--- src/rtl/seg7_pkg.sv ---
// Shared constants for the seven-segment scan driver: segment bit positions
// and the active-high segment patterns for BCD digits and the dash glyph.
package seg7_pkg;

    localparam int SEG_A_IDX = 0;
    localparam int SEG_B_IDX = 1;
    localparam int SEG_C_IDX = 2;
    localparam int SEG_D_IDX = 3;
    localparam int SEG_E_IDX = 4;
    localparam int SEG_F_IDX = 5;
    localparam int SEG_G_IDX = 6;

    localparam logic [6:0] SEG_A = 7'(1 << SEG_A_IDX);
    localparam logic [6:0] SEG_B = 7'(1 << SEG_B_IDX);
    localparam logic [6:0] SEG_C = 7'(1 << SEG_C_IDX);
    localparam logic [6:0] SEG_D = 7'(1 << SEG_D_IDX);
    localparam logic [6:0] SEG_E = 7'(1 << SEG_E_IDX);
    localparam logic [6:0] SEG_F = 7'(1 << SEG_F_IDX);
    localparam logic [6:0] SEG_G = 7'(1 << SEG_G_IDX);

    localparam logic [6:0] SEG_DIGIT_0 = SEG_A | SEG_B | SEG_C | SEG_D | SEG_E | SEG_F;
    localparam logic [6:0] SEG_DIGIT_1 = SEG_B | SEG_C;
    localparam logic [6:0] SEG_DIGIT_2 = SEG_A | SEG_B | SEG_D | SEG_E | SEG_G;
    localparam logic [6:0] SEG_DIGIT_3 = SEG_A | SEG_B | SEG_C | SEG_D | SEG_G;
    localparam logic [6:0] SEG_DIGIT_4 = SEG_B | SEG_C | SEG_F | SEG_G;
    localparam logic [6:0] SEG_DIGIT_5 = SEG_A | SEG_C | SEG_D | SEG_F | SEG_G;
    localparam logic [6:0] SEG_DIGIT_6 = SEG_A | SEG_C | SEG_D | SEG_E | SEG_F | SEG_G;
    localparam logic [6:0] SEG_DIGIT_7 = SEG_A | SEG_B | SEG_C;
    localparam logic [6:0] SEG_DIGIT_8 = SEG_A | SEG_B | SEG_C | SEG_D | SEG_E | SEG_F | SEG_G;
    localparam logic [6:0] SEG_DIGIT_9 = SEG_A | SEG_B | SEG_C | SEG_D | SEG_F | SEG_G;

    // Non-BCD codes (A..F) show a dash so a counter fault is visible.
    localparam logic [6:0] SEG_DASH  = SEG_G;
    localparam logic [6:0] SEG_BLANK = 7'h00;

endpackage

--- src/rtl/seg7_scan_driver_bcd_to_seg7.sv ---
// Combinational BCD to seven-segment decoder, active-high, a = bit 0.
module bcd_to_seg7
    import seg7_pkg::*;
(
    input  logic [3:0] i_bcd,
    output logic [6:0] o_seg
);

    // Look up the glyph for one BCD nibble; anything above 9 becomes a dash.
    always_comb begin
        o_seg = SEG_DASH;
        case (i_bcd)
            4'd0:    o_seg = SEG_DIGIT_0;
            4'd1:    o_seg = SEG_DIGIT_1;
            4'd2:    o_seg = SEG_DIGIT_2;
            4'd3:    o_seg = SEG_DIGIT_3;
            4'd4:    o_seg = SEG_DIGIT_4;
            4'd5:    o_seg = SEG_DIGIT_5;
            4'd6:    o_seg = SEG_DIGIT_6;
            4'd7:    o_seg = SEG_DIGIT_7;
            4'd8:    o_seg = SEG_DIGIT_8;
            4'd9:    o_seg = SEG_DIGIT_9;
            default: o_seg = SEG_DASH;
        endcase
    end

endmodule

--- src/rtl/seg7_scan_driver.sv ---
// Multiplexed seven-segment scan driver: snapshots the BCD digit vector once
// per frame, scans one digit per slot with a dead time at the start of every
// slot, and applies leading-zero blanking, decimal points and blinking.
module seg7_scan_driver
    import seg7_pkg::*;
#(
    parameter int DIGITS         = 6,
    parameter int SCAN_DIV       = 50000,
    parameter int DEAD_CYC       = 500,
    parameter int BLINK_FRAMES   = 50,
    parameter int SEG_ACTIVE_LOW = 1,
    parameter int DIG_ACTIVE_LOW = 1
)(
    input  logic                  i_time_clk,
    input  logic                  i_sys_rst,
    input  logic [4*DIGITS-1:0]   i_digits,
    input  logic [DIGITS-1:0]     i_dp_mask,
    input  logic                  i_blank_lz,
    input  logic [DIGITS-1:0]     i_blink_mask,
    output logic [6:0]            o_seg,
    output logic                  o_dp,
    output logic [DIGITS-1:0]     o_dig_en,
    output logic                  o_frame_start
);

    localparam int P_W = $clog2(SCAN_DIV);
    localparam int S_W = $clog2(DIGITS);
    localparam int F_W = $clog2(BLINK_FRAMES + 1);

    localparam logic [P_W-1:0] P_LAST = P_W'(SCAN_DIV - 1);
    localparam logic [P_W-1:0] P_DEAD = P_W'(DEAD_CYC);
    localparam logic [S_W-1:0] S_LAST = S_W'(DIGITS - 1);
    localparam logic [F_W-1:0] F_LAST = F_W'(BLINK_FRAMES - 1);

    localparam logic SEG_INV = (SEG_ACTIVE_LOW != 0);
    localparam logic DIG_INV = (DIG_ACTIVE_LOW != 0);

    localparam logic [6:0]        SEG_OFF = {7{SEG_INV}};
    localparam logic [DIGITS-1:0] DIG_OFF = {DIGITS{DIG_INV}};

    logic [P_W-1:0]      p_q, p_d;
    logic [S_W-1:0]      s_q, s_d;
    logic [4*DIGITS-1:0] snap_q, snap_d;
    logic [F_W-1:0]      f_q, f_d;
    logic                b_q, b_d;
    logic                wrap_q, wrap_d;

    logic [6:0]          seg_q, seg_d;
    logic                dp_q, dp_d;
    logic [DIGITS-1:0]   dig_en_q, dig_en_d;
    logic                frame_start_q, frame_start_d;

    logic                p_end;
    logic                s_end;
    logic                wrap;
    logic [DIGITS-1:0]   lz_mask;
    logic                zero_run;
    logic [3:0]          cur_bcd;
    logic [6:0]          dec_seg;
    logic [6:0]          seg_ah;
    logic                dp_ah;
    logic [DIGITS-1:0]   dig_ah;

    // Advance prescaler and slot; on frame wrap take a new snapshot and step the blink timer.
    always_comb begin
        p_end  = (p_q == P_LAST);
        s_end  = (s_q == S_LAST);
        wrap   = p_end && s_end;
        p_d    = p_end ? '0 : p_q + 1'b1;
        s_d    = s_q;
        snap_d = snap_q;
        f_d    = f_q;
        b_d    = b_q;
        wrap_d = wrap;
        if (p_end) begin
            s_d = s_end ? '0 : s_q + 1'b1;
        end
        if (wrap) begin
            snap_d = i_digits;
            if (f_q == F_LAST) begin
                f_d = '0;
                b_d = ~b_q;
            end else begin
                f_d = f_q + 1'b1;
            end
        end
    end

    // Mark digit k as a leading zero when it and every more significant digit are 0.
    always_comb begin
        lz_mask  = '0;
        zero_run = 1'b1;
        for (int k = DIGITS - 1; k >= 1; k--) begin
            zero_run   = zero_run & (snap_q[4*k +: 4] == 4'd0);
            lz_mask[k] = zero_run;
        end
    end

    assign cur_bcd = snap_q[{s_q, 2'b00} +: 4];

    bcd_to_seg7 u_dec (
        .i_bcd (cur_bcd),
        .o_seg (dec_seg)
    );

    // Build the active-high display image for the current slot, then apply pin polarity.
    always_comb begin
        seg_ah = dec_seg;
        dp_ah  = i_dp_mask[s_q];
        if (i_blank_lz && lz_mask[s_q]) begin
            seg_ah = SEG_BLANK;
        end
        if (!b_q && i_blink_mask[s_q]) begin
            seg_ah = SEG_BLANK;
            dp_ah  = 1'b0;
        end
        dig_ah = (p_q >= P_DEAD) ? (DIGITS'(1) << s_q) : '0;

        seg_d         = seg_ah ^ SEG_OFF;
        dp_d          = dp_ah ^ SEG_INV;
        dig_en_d      = dig_ah ^ DIG_OFF;
        frame_start_d = wrap_q;
    end

    // Scan state registers; reset lands on slot 0 with an all-zero snapshot and blink visible.
    always_ff @(posedge i_time_clk or negedge i_sys_rst) begin
        if (!i_sys_rst) begin
            p_q    <= '0;
            s_q    <= '0;
            snap_q <= '0;
            f_q    <= '0;
            b_q    <= 1'b1;
            wrap_q <= 1'b0;
        end else begin
            p_q    <= p_d;
            s_q    <= s_d;
            snap_q <= snap_d;
            f_q    <= f_d;
            b_q    <= b_d;
            wrap_q <= wrap_d;
        end
    end

    // Output register stage; reset drives every pin to its inactive level.
    always_ff @(posedge i_time_clk or negedge i_sys_rst) begin
        if (!i_sys_rst) begin
            seg_q         <= SEG_OFF;
            dp_q          <= SEG_INV;
            dig_en_q      <= DIG_OFF;
            frame_start_q <= 1'b0;
        end else begin
            seg_q         <= seg_d;
            dp_q          <= dp_d;
            dig_en_q      <= dig_en_d;
            frame_start_q <= frame_start_d;
        end
    end

    assign o_seg         = seg_q;
    assign o_dp          = dp_q;
    assign o_dig_en      = dig_en_q;
    assign o_frame_start = frame_start_q;

endmodule

--- config.mk ---
export PLATFORM = sky130hd
export DESIGN_NAME = seg7_scan_driver
export DESIGN_NICKNAME = d
export VERILOG_FILES = /design/src/rtl/seg7_pkg.sv /design/src/rtl/seg7_scan_driver_bcd_to_seg7.sv /design/src/rtl/seg7_scan_driver.sv
export SDC_FILE = /design/constraint.sdc
export NUM_CORES = 1
export LEC_CHECK = 0
export CORE_MARGIN = 3
export CORE_UTILIZATION = 40
export DETAILED_ROUTE_END_ITERATION = 8
export PLACE_DENSITY_LB_ADDON = 0.15
export SYNTH_ARGS = -nofsm -noshare
export SYNTH_HDL_FRONTEND = slang
export SYNTH_SLANG_ARGS = --single-unit
export TNS_END_PERCENT = 100
--- constraint.sdc ---
create_clock -name i_time_clk -period 2.8 [get_ports i_time_clk]
set_clock_uncertainty 0.15 [all_clocks]
set_input_delay 0.28 -clock i_time_clk [delete_from_list [all_inputs] [get_ports i_time_clk]]
set_output_delay 0.28 -clock i_time_clk [all_outputs]
set_load 0.01 [all_outputs]
==> results of run 1 <==
==> critical path, stage by stage, from the launching register on <==
cell,delay [ns]
dfrtp_1,0.69
or2_1,0.24
o22ai_1,0.12
o21ai_0,0.32
inv_1,0.14
ha_1,0.31
a21oi_1,0.12
a31oi_1,0.05
o21ai_0,0.15
==> worst max-delay path by stage <==
stage / slack (ns) / endpoint / from
floorplan: 0.72 / o_seg[3] / s_q[0]
global placement: 0.55 / o_seg[3] / s_q[1]
detailed placement: 0.45 / o_seg[3] / s_q[1]
CTS: 0.42 / o_seg[3] / s_q[1]
global route: 0.19 / o_seg[3] / s_q[1]
finish: 0.43 / o_seg[3] / s_q[1]
==> what timing repair did <==
item,CTS,global route
gates resized for setup,0,0
endpoints found under the hold margin,29,0
hold buffers,1,0
==> metal layers <==
| metal | vias to the layer above | track usage |
|---|---|---|
| met4 | 0 | 0.0529 |
| li1 | 1268 | - |
| met1 | 1178 | 0.221 |
| met3 | 14 | 0.0606 |
| met2 | 56 | 0.218 |
| met5 | - | 0 |
==> synthesized netlist by cell type, types with 9 or more instances <==
cell type   n  area [um2]
xnor2_1     9        78.8
nand3_1    12        60.1
a21oi_1    10        50.1
nor2_1     16        60.1
dfrtp_1    51        1280
nand2_1    94         353
dfstp_2    15         394
buf_2      11        55.1
inv_1      10        37.5
o21ai_0    15        75.1
ha_1       10         125
==> cells by family (layout without fill, tap and decap cells) <==
logic type               after synthesis  after routing  share of synthesized area
multiplexers                           9              9                     0.0395
adder cells (fa/ha/maj)               10             10                     0.0380
AND/OR/NAND/NOR                      164            164                      0.237
XOR/XNOR                              15             15                     0.0421
flip-flops                            66             66                      0.507
buffers and inverters                 26             86                     0.0406
AO/OA/AOI/OAI                         51             51                     0.0964
==> through the flow <==
stage	instances	utilization	power [mW]	area, um2
5_1_grt	503	0.521	1.80	4090
3_5_place_dp	488	0.500	1.06	3920
2_1_floorplan	341	-	0.982	3300
3_3_place_gp	488	0.500	1.06	3920
6_report	503	0.521	1.72	4090
4_1_cts	503	0.521	1.75	4090
==> power groups by stage <==
stage | combinational, mW | sequential (mW) | clock, mW
after floorplan | 0.00694 | 0.975 | 0
after global placement | 0.0881 | 0.974 | 0
after detailed placement | 0.0883 | 0.974 | 0
after CTS | 0.0898 | 0.957 | 0.699
after global routing | 0.0960 | 0.957 | 0.744
final | 0.0871 | 0.957 | 0.674
==> state kept, by name, summed over array words and instances (netlist names) <==
name           cells
frame_start_d      1
snap_q            24
f_q                6
b_q                1
p_q               16
o_dig_en           6
o_seg              7
s_q                3
o_frame_start      1
o_dp               1
==> area by class of cell <==
cell class                      count  area, um2  area share
Tap cell                          102        128      0.0312
Inverter                           11       41.3      0.0101
Timing Repair Buffer               61        601       0.147
Clock inverter                      3       17.5     0.00428
Clock buffer                       11        141      0.0346
Multi-Input combinational cell    249       1490       0.365
Sequential cell                    66       1670       0.408
==> metrics.md, run 1 <==
| Metric | Value |
|---|---|
| Root Driver | clkbuf_8 |
| CTS tree | yes |
| CP Class | reg -> reg |
| Status | complete, no violations |
| Worst min path class | reg -> reg |
| Die Y | 96.8 um |
| Place WS | 0.446 ns |
| Max Buffers Root-to-Sink | 2 |
| Synth async-reset ratio | 1.00 |
| Part of the Yosys area used for sequential elements | 0.507 |
| Slew headroom | 0.530 |
| Static Leak | 1.73 nW |
| Max-cap violations | 0 |
| Synth Net Count | 390 |
| Synthesized instance count | 341 |
| Final period utilization | 0.846 |
| Average routed wire per standard cell | 13.9 um |
| Ant. Diodes | 0 |
| Mean Syn Cell Area | 9.66 um2 |
| Antenna-violating nets left | 0 |
| Clk sink count | 66 |
| Unrepaired setup endpoints after global routing | no |
| HP Start | frame_start_d |
| Setup TNS | 0 ns |
| Met2 wire length | 2990 um |
| Num rows | 32 |
| Starting Density | 0.420 |
| Peak supply drop | 0.239 mV |
| Die W | 96.8 um |
| Internal cell power | 1.35 mW |
| Switching share of power | 0.217 |
| Seq cells post-synth | 66 |
| Worst-path clk slew | 0.07 ns |
| Largest net degree at the start of global routing | 38 |
| Fillers | 777 |
| Share of cells above drive strength 1 | 0.125 |
| Setup-failing EPs final | 0 |
| # Post-CTS Setup Buffers | 0 |
| Routed met1 length | 3480 um |
| # IOs | 54 |
| Reg2Reg Setup Slack | 0.43 ns |
| Path depth of the worst reg2reg path | 8 |
| TritonCTS buffer count | 9 |
| First-pass DRT Iterations | 4 |
| RD Place Congestion | 0.846 |
| Gate power share | 0.051 |
| Iteration-0 DRC Markers | 88 |
| Hold Path Depth | 0 |
| Most common cell after layout, fill and taps aside | nand2_1 |
| Max-slew violations | 0 |
| Post-synth EDFFs | 0 |
| H-tree levels | 3 |
| Worst r2r dst | o_seg[3] |
| DRC | 0 |
| Fin. Hold Viols | 0 |
| CP Launch Type | flip-flop |
| Worst r2r src | s_q[1] |
| Hold WS | 0.200 ns |
| First-pass GRT wire length | 11700 um |
| Number of global-route vias before repair | 2350 |
| Cell variety after synth | 54 |
| Seq pwr share | 0.557 |
| PnR worst setup slack | 0.432 ns |
| Mapped cell area | 3300 um2 |
| Worst path arrival time | 2.49 ns |
| Initial antenna violation count | 0 |
| Clock latency on the worst-skew pair | 0.34 ns |
| Vias per cell | 5.00 |
| Crit-path max FO | 19 |
| HPWL Detailed | 5160 um |
| GRT overflow | 0 |
| CP endpoint kind | flip-flop |
| Die Footprint | 9360 um2 |
| Hold Path Sink | o_frame_start |
| PwrDens | 420 nW/um2 |
| Core ar. | 7850 um2 |
| Clock Power Share | 0.392 |
| Commonest non-fill, non-tap cells in the layout | nand2_1, clkdlybuf4s50_1, dfrtp_1 |
| Port bufs | 53 |
| YS warnings | 0 |
| DR WL met3 | 376 um |
| Fin nets | 447 |
| Routed vias | 2516 |
| Top FF cell, synth | dfrtp_1 |
| Crit path time final | 2.37 ns |
| Top Metal Used | met4 |
| F_max | 422 MHz |
| Worst path required time | 2.92 ns |
| WL final | 6970 um |
| NetSw | 0.373 mW |
| Worst-Margin Slew | 0.705 ns |
| Synthesis-to-finish area growth | 24.1% |
| Total Routing Usage GR | 0.156 |
Note: power is estimated with default switching activity, not from simulation.
==> run 2, diff against run 1 <==
Clock period 2.8 ns to 2 ns, I/O delays scaled along.
==> metrics.md, run 2 (synthesis gave the netlist of run 1 again) <==
| Metric | Value |
|---|---|
| Num rows | 32 |
| Fin nets | 492 |
| Antenna-violating nets left | 0 |
| Root Driver | clkbuf_8 |
| Storage cell area | 1670 um2 |
| Crit-path max FO | 7 |
| Setup-failing EPs final | 0 |
| Clk sink count | 66 |
| Placed cell areas | 4250 um2 |
| Reg2Reg Setup Slack | 0.01 ns |
| GRT overflow | 0 |
| First-pass GRT wire length | 12900 um |
| CP endpoint kind | flip-flop |
| Worst min path class | reg -> reg |
| Peak supply drop | 0.245 mV |
| Static Leak | 1.98 nW |
| TritonCTS buffer count | 9 |
| Largest register FFs | 24 |
| Crit path time final | 1.99 ns |
| Hold Path Depth | 0 |
| NetSw | 0.512 mW |
| Average routed wire per standard cell | 13.7 um |
| Final std cells w/o fill | 550 |
| HPWL Detailed | 5720 um |
| Die Y | 96.8 um |
| DRC | 0 |
| Ant. Diodes | 0 |
| Worst r2r dst | o_seg[4] |
| Design Area, Final | 4570 um2 |
| Slew headroom | 0.628 |
| Commonest non-fill, non-tap cells in the layout | nand2_1, clkdlybuf4s50_1, buf_4 |
| Switching share of power | 0.212 |
| Fillers | 731 |
| Vias per cell | 4.83 |
| Die Footprint | 9360 um2 |
| PwrDens | 528 nW/um2 |
| First-pass DRT Iterations | 4 |
| F_max | 504 MHz |
| Starting Density | 0.420 |
| Max Buffers Root-to-Sink | 2 |
| Share of cells above drive strength 1 | 0.257 |
| Gate power share | 0.054 |
| Worst-path clk slew | 0.07 ns |
| Area of the multi-input gates | 1610 um2 |
| Worst path required time | 2.11 ns |
| Final period utilization | 0.993 |
| Fin. Hold Viols | 0 |
| Worst r2r src | s_q[0] |
| WL final | 7530 um |
| Unrepaired setup endpoints after global routing | yes |
| CTS tree | yes |
| Path depth of the worst reg2reg path | 6 |
| HP Start | frame_start_d |
| Placed cell count | 529 |
| Hold Path Sink | o_frame_start |
| Clock latency on the worst-skew pair | 0.33 ns |
| Initial antenna violation count | 0 |
| Clock Power Share | 0.391 |
| CP Class | reg -> reg |
| Synthesis-to-finish area growth | 38.7% |
| Largest net degree at the start of global routing | 29 |
| Routed vias | 2659 |
| Core ar. | 7850 um2 |
| Max-slew violations | 0 |
| H-tree levels | 3 |
| Max-cap violations | 0 |
| Iteration-0 DRC Markers | 62 |
| CP Launch Type | flip-flop |
| Seq pwr share | 0.555 |
| Total Routing Usage GR | 0.168 |
| Number of global-route vias before repair | 2623 |
| Die W | 96.8 um |
| # IOs | 54 |
| Most common cell after layout, fill and taps aside | nand2_1 |
| Worst path arrival time | 2.10 ns |
| RD Place Congestion | 0.927 |
| Status | complete, no violations |
| Worst-Margin Slew | 0.558 ns |
| Internal cell power | 1.90 mW |
| Largest Register | snap_q |
| Port bufs | 53 |
==> run 2: changes by cell type in the layout (fill, tap and decap cells not counted), sizes merged <==
cell,change
clkinv,+1
buf,+45
clkinvlp,-1
clkbuf,+2
==> run 2: how the worst max path moves through the flow <==
stage / start / end / slack [ns]
final: s_q[0] / o_seg[4] / 0.01
after global placement: i_blink_mask[3] / o_seg[2] / -0.09
after CTS: s_q[0] / o_seg[5] / 0.02
after floorplan: s_q[0] / o_seg[3] / -0.008
after detailed placement: i_blink_mask[2] / o_seg[5] / -0.14
after global routing: s_q[0] / o_seg[3] / -0.09
==> run 2: per-stage QoR <==
stage / util / worst slack [ns] / setup TNS, ns / hold WS, ns / total power, mW
after floorplan: - / -0.00768 / -0.00768 / -0.246 / 1.38
after global placement: 0.541 / -0.0917 / -0.627 / 0.0683 / 1.49
after detailed placement: 0.541 / -0.141 / -0.744 / 0.0654 / 1.49
after CTS: 0.567 / 0.0202 / 0 / 0.202 / 2.45
after global routing: 0.583 / -0.0881 / -0.401 / 0.221 / 2.52
final: 0.583 / 0.0139 / 0 / 0.199 / 2.42
==> run 2: worst max-delay path, cell delays in order (launching register included) <==
cell      delay [ns]
dfrtp_2         0.44
mux4_2          0.56
a21oi_4         0.24
buf_4           0.15
ha_1            0.14
nand2b_1        0.07
a21o_1          0.16
==> run 2: cell type report <==
cell class                      count  area share
Clock buffer                       13      0.0326
Clock inverter                      3     0.00328
Inverter                           11     0.00903
Multi-Input combinational cell    249       0.352
Sequential cell                    66       0.366
Tap cell                          102      0.0279
Timing Repair Buffer              106       0.209
==> run 2: power by group through the flow <==
stage	Clock (mW)	Sequential, mW	Combinational [mW]
after CTS	0.979	1.34	0.131
after detailed placement	0	1.36	0.129
after floorplan	0	1.37	0.00972
after global placement	0	1.36	0.128
final	0.944	1.34	0.130
after global routing	1.04	1.34	0.144
==> run 2: what timing repair did <==
| item | 4_1_cts | 5_1_grt |
|---|---|---|
| resized for setup | 7 | 27 |
| buffers inserted | 1 | 3 |
| pin swaps | 1 | 7 |
| hold endpoints to repair | 20 | 0 |
| gates cloned | 0 | 0 |
| endpoints found under the setup margin | 12 | 37 |
| hold buffers | 1 | 0 |
==> run 2: per-layer routing <==
metal  up-vias  GRT usage  share of wire
li1       1356          -              -
met1      1233      0.243           0.49
met2        61      0.253           0.46
met3         9     0.0332          0.042
met4         0     0.0551          0.011
met5         -          0              0
==> RTL edit 1: new RTL, flow settings as in run 2 <==
`p_q` no longer has a reset.
--- a/src/rtl/seg7_scan_driver.sv
+++ b/src/rtl/seg7_scan_driver.sv
@@ -127,3 +127,2 @@
         if (!i_sys_rst) begin
-            p_q    <= '0;
             s_q    <= '0;
@@ -134,3 +133,2 @@
         end else begin
-            p_q    <= p_d;
             s_q    <= s_d;
@@ -141,2 +139,6 @@
         end
+    end
+
+    always_ff @(posedge i_time_clk) begin
+        p_q <= p_d;
     end
Behaviour: same outputs for any inputs over 10 cycles, from zero or initial values and one cycle with i_sys_rst low; that may be too few to reach the edited logic, so the function may still have changed.
==> RTL edit 1 against run 2 <==
  * The run now ends with negative setup slack left
  * Critical path type unchanged
  * Global-route usage is 0.32 points lower
  * Utilization about the same
  * Combinational power up 97%
  * Setup slack worse by 63 ps
  * Sequential cell count is the same
  * Total power up 10%
  * Wire length decreased by 5.8%
  * Clock power grew 7%
  * Via count fell by 8.8%
  * Sequential share of layout area decreased by 1.3 points
  * Synthesized area is 2.2% lower
  * Final area fell by 1.0%
  * Largest power group unchanged
==> RTL edit 1: results (changes against run 2) <==
----------------------------------------------------
[Placed design]
  Placer congestion estimate ... 0.792 (-15%)
  Buffers on Ports ... 53 (unchanged)
  Detailed placer's ending HPWL ... 5200 um (-9.1%)
  Placed Instance Area ... 4170 sq um (-1.7%)

[Route]
  Number of violations reported at the end of detailed-routing iteration 0 ... 85 (+37%)
  Number of iterations in the first detailed-routing pass ... 4 (unchanged)
  Highest metal used ... met4
  Sum of met2 wire segment lengths after detailed routing ... 3020 um (-12%)
  Via Count ... 2,426 (-8.8%)
  Detailed-routed wire length on met3 ... 331 um (+3.8%)
  Wl on met1 ... 3630 um (-2.0%)
  Total wirelength of the detailed-routed design ... 7090 um (-5.8%)

[Power]
  Max rail drop VDD ... 0.301 mV (+23%)
  Static leakage ... 1.96 nW (-1.3%)

[Yosys]
  Number of distinct library cell variants in the gate-level netlist after synthesis ... 48 (-11%)
  FFs w/ async S/R, synth ... 75.8% (-24 points)
  Commonest cells post-synth ... sky130_fd_sc_hd__dfrtp_1 (35), sky130_fd_sc_hd__mux2_4 (22), sky130_fd_sc_hd__nor2_1 (19)
  Nets in the synthesized netlist ... 326 (-16%)
  Cell types occupying the most area after synthesis ... sky130_fd_sc_hd__dfrtp_1 (27%), sky130_fd_sc_hd__dfstp_2 (12%), sky130_fd_sc_hd__mux2_4 (10%)
  Synth Warn # ... 0 (unchanged)
  Sequential share of the synthesized area ... 49.4% (-1.3 points)

[Global route]
  First-pass GRT wire length ... 11,600 um (-10%)
  Antenna violations before repair ... 0 (unchanged)
  Largest net degree at the start of global routing ... 31 (+6.9%)
  GRT Overall Usage ... 16.4% (-0.32 points)

[Final layout]
  Net count reported at finish ... 430 (-13%)
  Largest Register ... snap_q
  Largest register FFs ... 24 (unchanged)
  Ratio of cells with drive above 1 in the final layout ... 36.8% (+11 points)
  Number of diodes ... 0 (unchanged)

[CTS]
  Clk pin slew, worst setup/hold paths ... 80 ps
  Total clock buffers created by CTS ... 9 (unchanged)
  Root Buffer Master ... sky130_fd_sc_hd__clkbuf_8
  Longest Clk Path Bufs ... 2 (unchanged)
  Clock latency of the later-clocked register in the worst-skew pair ... 340 ps
  Htree depth ... 3 (unchanged)

[Timing]
  Total Neg Setup Slack ... -827 ps (-827 ps)
  Max-slew headroom ... 63.5% (+0.65 points)
  # setup viols final ... 25 (+25)
  Worst Setup Slack, final ... -49.2 ps (-63.2 ps)

[Outcome]
  Failing checks ... negative setup slack
  Run status ... complete, but fails checks

[Hold path]
  Hold WC Path Type ... flop to flop

[Worst setup path]
  Biggest fanout along the worst timing path ... 30 (+23)
  Crit path arrival time ... 2120 ps (+20 ps)

----------------------------------------------------
RTL edit 1: what timing repair did:
action / in CTS / in global routing
cloned: 0 / 0
setup buffers: 0 / 7
endpoints found under the hold margin: 17 / 0
pin swaps: 1 / 6
endpoints found under the setup margin: 28 / 41
resized for setup: 6 / 21
hold buffers: 1 / 0
RTL edit 1: layer usage:
layer	GRT usage [%]	vias up
met2	22.9	44
met3	3.52	9
met1	24.8	1176
met5	0	-
met4	6.40	0
li1	-	1197
RTL edit 1: layout make-up:
cell class	instances	area, sq um
Timing Repair Buffer	103	943
Fill cell	681	3240
Tap cell	102	128
Multi-Input combinational cell	187	1620
Sequential cell	66	1600
Clock buffer	10	138
Inverter	14	52.6
Clock inverter	6	42.5
RTL edit 1: cell families after synthesis:
logic type / after synthesis / share of synthesized area [%]
adder cells (fa/ha/maj): 10 / 3.88
flip-flops: 66 / 49.4
XOR/XNOR: 14 / 3.81
AND/OR/NAND/NOR: 81 / 13.6
multiplexers: 43 / 18.1
buffers and inverters: 24 / 3.49
AO/OA/AOI/OAI: 39 / 7.77
RTL edit 1: final timing paths:
kind                                 endpoint  slack (ps)  cells past startpoint          start
worst min register to register  o_frame_start         210                      0  frame_start_d
worst min-delay path            o_frame_start         210                      0  frame_start_d
worst max-delay path                snap_q[5]         -50                      5        p_q[13]
max in group asynchronous                o_dp         850                      3      i_sys_rst
min in group asynchronous              f_q[3]         240                      2      i_sys_rst
worst max register to register      snap_q[5]         -50                      5        p_q[13]
RTL edit 1: through the flow:
stage | setup WS, ps | std cells
after detailed placement | -68.2 | 464
after floorplan | -83.1 | 277
after CTS | -28.5 | 481
final | -49.2 | 488
after global routing | -103 | 488
after global placement | -79.1 | 464
RTL edit 1: where the power goes:
part / switching (mW) / internal (mW) / total, mW
registers: 0.0237 / 1.37 / 1.40
clock network: 0.527 / 0.483 / 1.01
logic: 0.0902 / 0.166 / 0.256
RTL edit 1: critical path: stages (launching register included):
cell	delay, ps
sky130_fd_sc_hd__dfxtp_2	330
sky130_fd_sc_hd__or4_4	570
sky130_fd_sc_hd__nor4_4	190
sky130_fd_sc_hd__nand3_2	160
sky130_fd_sc_hd__buf_12	210
sky130_fd_sc_hd__mux2_4	310
==> RTL edit 2: new RTL, flow settings as in run 2 <==
Made on the original files. `DIGITS`: 6 -> 7.
--- a/src/rtl/seg7_scan_driver.sv
+++ b/src/rtl/seg7_scan_driver.sv
@@ -6,3 +6,3 @@
 #(
-    parameter int DIGITS         = 6,
+    parameter int DIGITS         = 7,
     parameter int SCAN_DIV       = 50000,
Interface: changed (resized i_blink_mask, i_digits, i_dp_mask and o_dig_en); port bits go from 54 to 61. The function was not compared with the original's and may differ.
==> RTL edit 2 against run 2 <==
  * The run now ends with negative setup slack left
  * Sequential cell count is 5 higher
  * Utilization is 0.56 points lower
  * Setup slack worse by 170 ps
  * Worst hold slack worse by 26 ps
  * Synthesized cell count is 2.9% higher
  * Synthesized area is 6.0% higher
  * Clock power is 21% higher
  * Wire length is 5.9% higher
  * Total power is 13% higher
  * Final area is 5.3% higher
  * Die area is 5.6% higher
  * Cell count is 3.3% higher
==> RTL edit 2: results (changes against run 2) <==
----------------------------------------------------
[Outcome]
  Run status ... complete, but fails checks
  Failing checks ... negative setup slack

[Placed design]
  # placed instances ... 550 (+4.0%)
  Placer congestion estimate ... 0.916 (-1.2%)
  Placed Instance Area ... 4560 sq um (+7.4%)

[Power]
  Max rail drop VDD ... 0.241 mV (-1.6%)
  Static leakage ... 2.06 nW (+3.9%)
  Proportion of power drawn by the clock network ... 41.9% (+2.8 points)
  Sequential fraction of design power ... 52.9% (-2.6 points)

[Global route]
  GR met3 Demand/Resource ... 3.44% (+0.12 points)
  First-pass GRT wire length ... 13,700 um (+6.2%)
  Via count of the first global-routing pass ... 2,853 (+8.8%)
  Global routing met1 resource utilization ... 25.8% (+1.5 points)
  Largest net degree at the start of global routing ... 55 (+90%)

[CTS]
  Total number of clock tree sinks ... 71 (+7.6%)
  Clock latency of the later-clocked register in the worst-skew pair ... 350 ps (+20 ps)

[Timing]
  # setup viols final ... 8 (+8)
  Worst Setup Slack, final ... -157 ps (-171 ps)

[Final layout]
  Total area of multi-input combinational cells ... 1620 sq um (+0.47%)
  Ratio of cells with drive above 1 in the final layout ... 22.9% (-2.8 points)
  Number of non-clock buffers in the layout ... 112 (+5.7%)
  Number of inverters outside the clock class in the layout ... 13 (+2)
  Multi-input combinational gate total ... 251 (+0.80%)
  Relative area of clock buffers and inverters in the final design ... 4.11% (+0.52 points)
  Signal buf overhead ... 21.1% (+0.26 points)
  Count of filler cells inserted in the layout ... 756 (+3.4%)
  Layout Area Growth over Synthesis ... 37.8%
  Clock buffer instance count of the final layout ... 10 (-3)

[Yosys]
  Number of cells produced by synthesis ... 351 (+2.9%)
  Nets in the synthesized netlist ... 406 (+4.1%)
  Commonest cells post-synth ... sky130_fd_sc_hd__nand2_1 (98), sky130_fd_sc_hd__dfrtp_1 (55), sky130_fd_sc_hd__nor2_1 (21)
  Adder and majority cell fraction of the synthesized area ... 3.58% (-0.21 points)
  Sequential share of the synthesized area ... 51.4% (+0.75 points)
  Cell types occupying the most area after synthesis ... sky130_fd_sc_hd__dfrtp_1 (39%), sky130_fd_sc_hd__dfstp_2 (12%), sky130_fd_sc_hd__nand2_1 (11%)
  Xor and xnor fraction of the mapped netlist area ... 4.01% (-0.20 points)

[Route]
  Sum of met2 wire segment lengths after detailed routing ... 3410 um (-0.44%)
  Avg WL per Cell ... 14.0 um (+2.5%)
  Wl on met1 ... 3860 um (+4.4%)
  Vias per cell ... 4.99 (+3.2%)

[Worst setup path]
  Worst reg-to-reg path cell count ... 5 (-1)

[Hold path]
  Hold WC Path Type ... input port to asynchronous set/reset pin

----------------------------------------------------
## RTL edit 2: worst paths after layout
| path | startpoint | to | slack (ps) |
|---|---|---|---|
| max | s_q[0] | o_seg[5] | -160 |
| min | i_sys_rst | p_q[13] | 170 |
| max reg2reg | s_q[0] | o_seg[5] | -160 |
| min reg2reg | frame_start_d | o_frame_start | 200 |
| max in group asynchronous | i_sys_rst | b_q | 840 |
| min in group i_time_clk | frame_start_d | o_frame_start | 200 |
## RTL edit 2: critical path, stage by stage, from the launching register on
cell                       delay, ps
sky130_fd_sc_hd__dfrtp_2         450
sky130_fd_sc_hd__mux4_2          530
sky130_fd_sc_hd__or3_4           390
sky130_fd_sc_hd__o311a_4         130
sky130_fd_sc_hd__a311oi_4        290
sky130_fd_sc_hd__o21ai_1         120
## RTL edit 2: per-stage QoR
step           worst slack (ps)  power [mW]
6_report                   -157        2.72
5_1_grt                    -295        2.82
4_1_cts                    -161        2.75
3_5_place_dp               -234        1.61
3_3_place_gp               -193        1.61
2_1_floorplan             -79.0        1.48
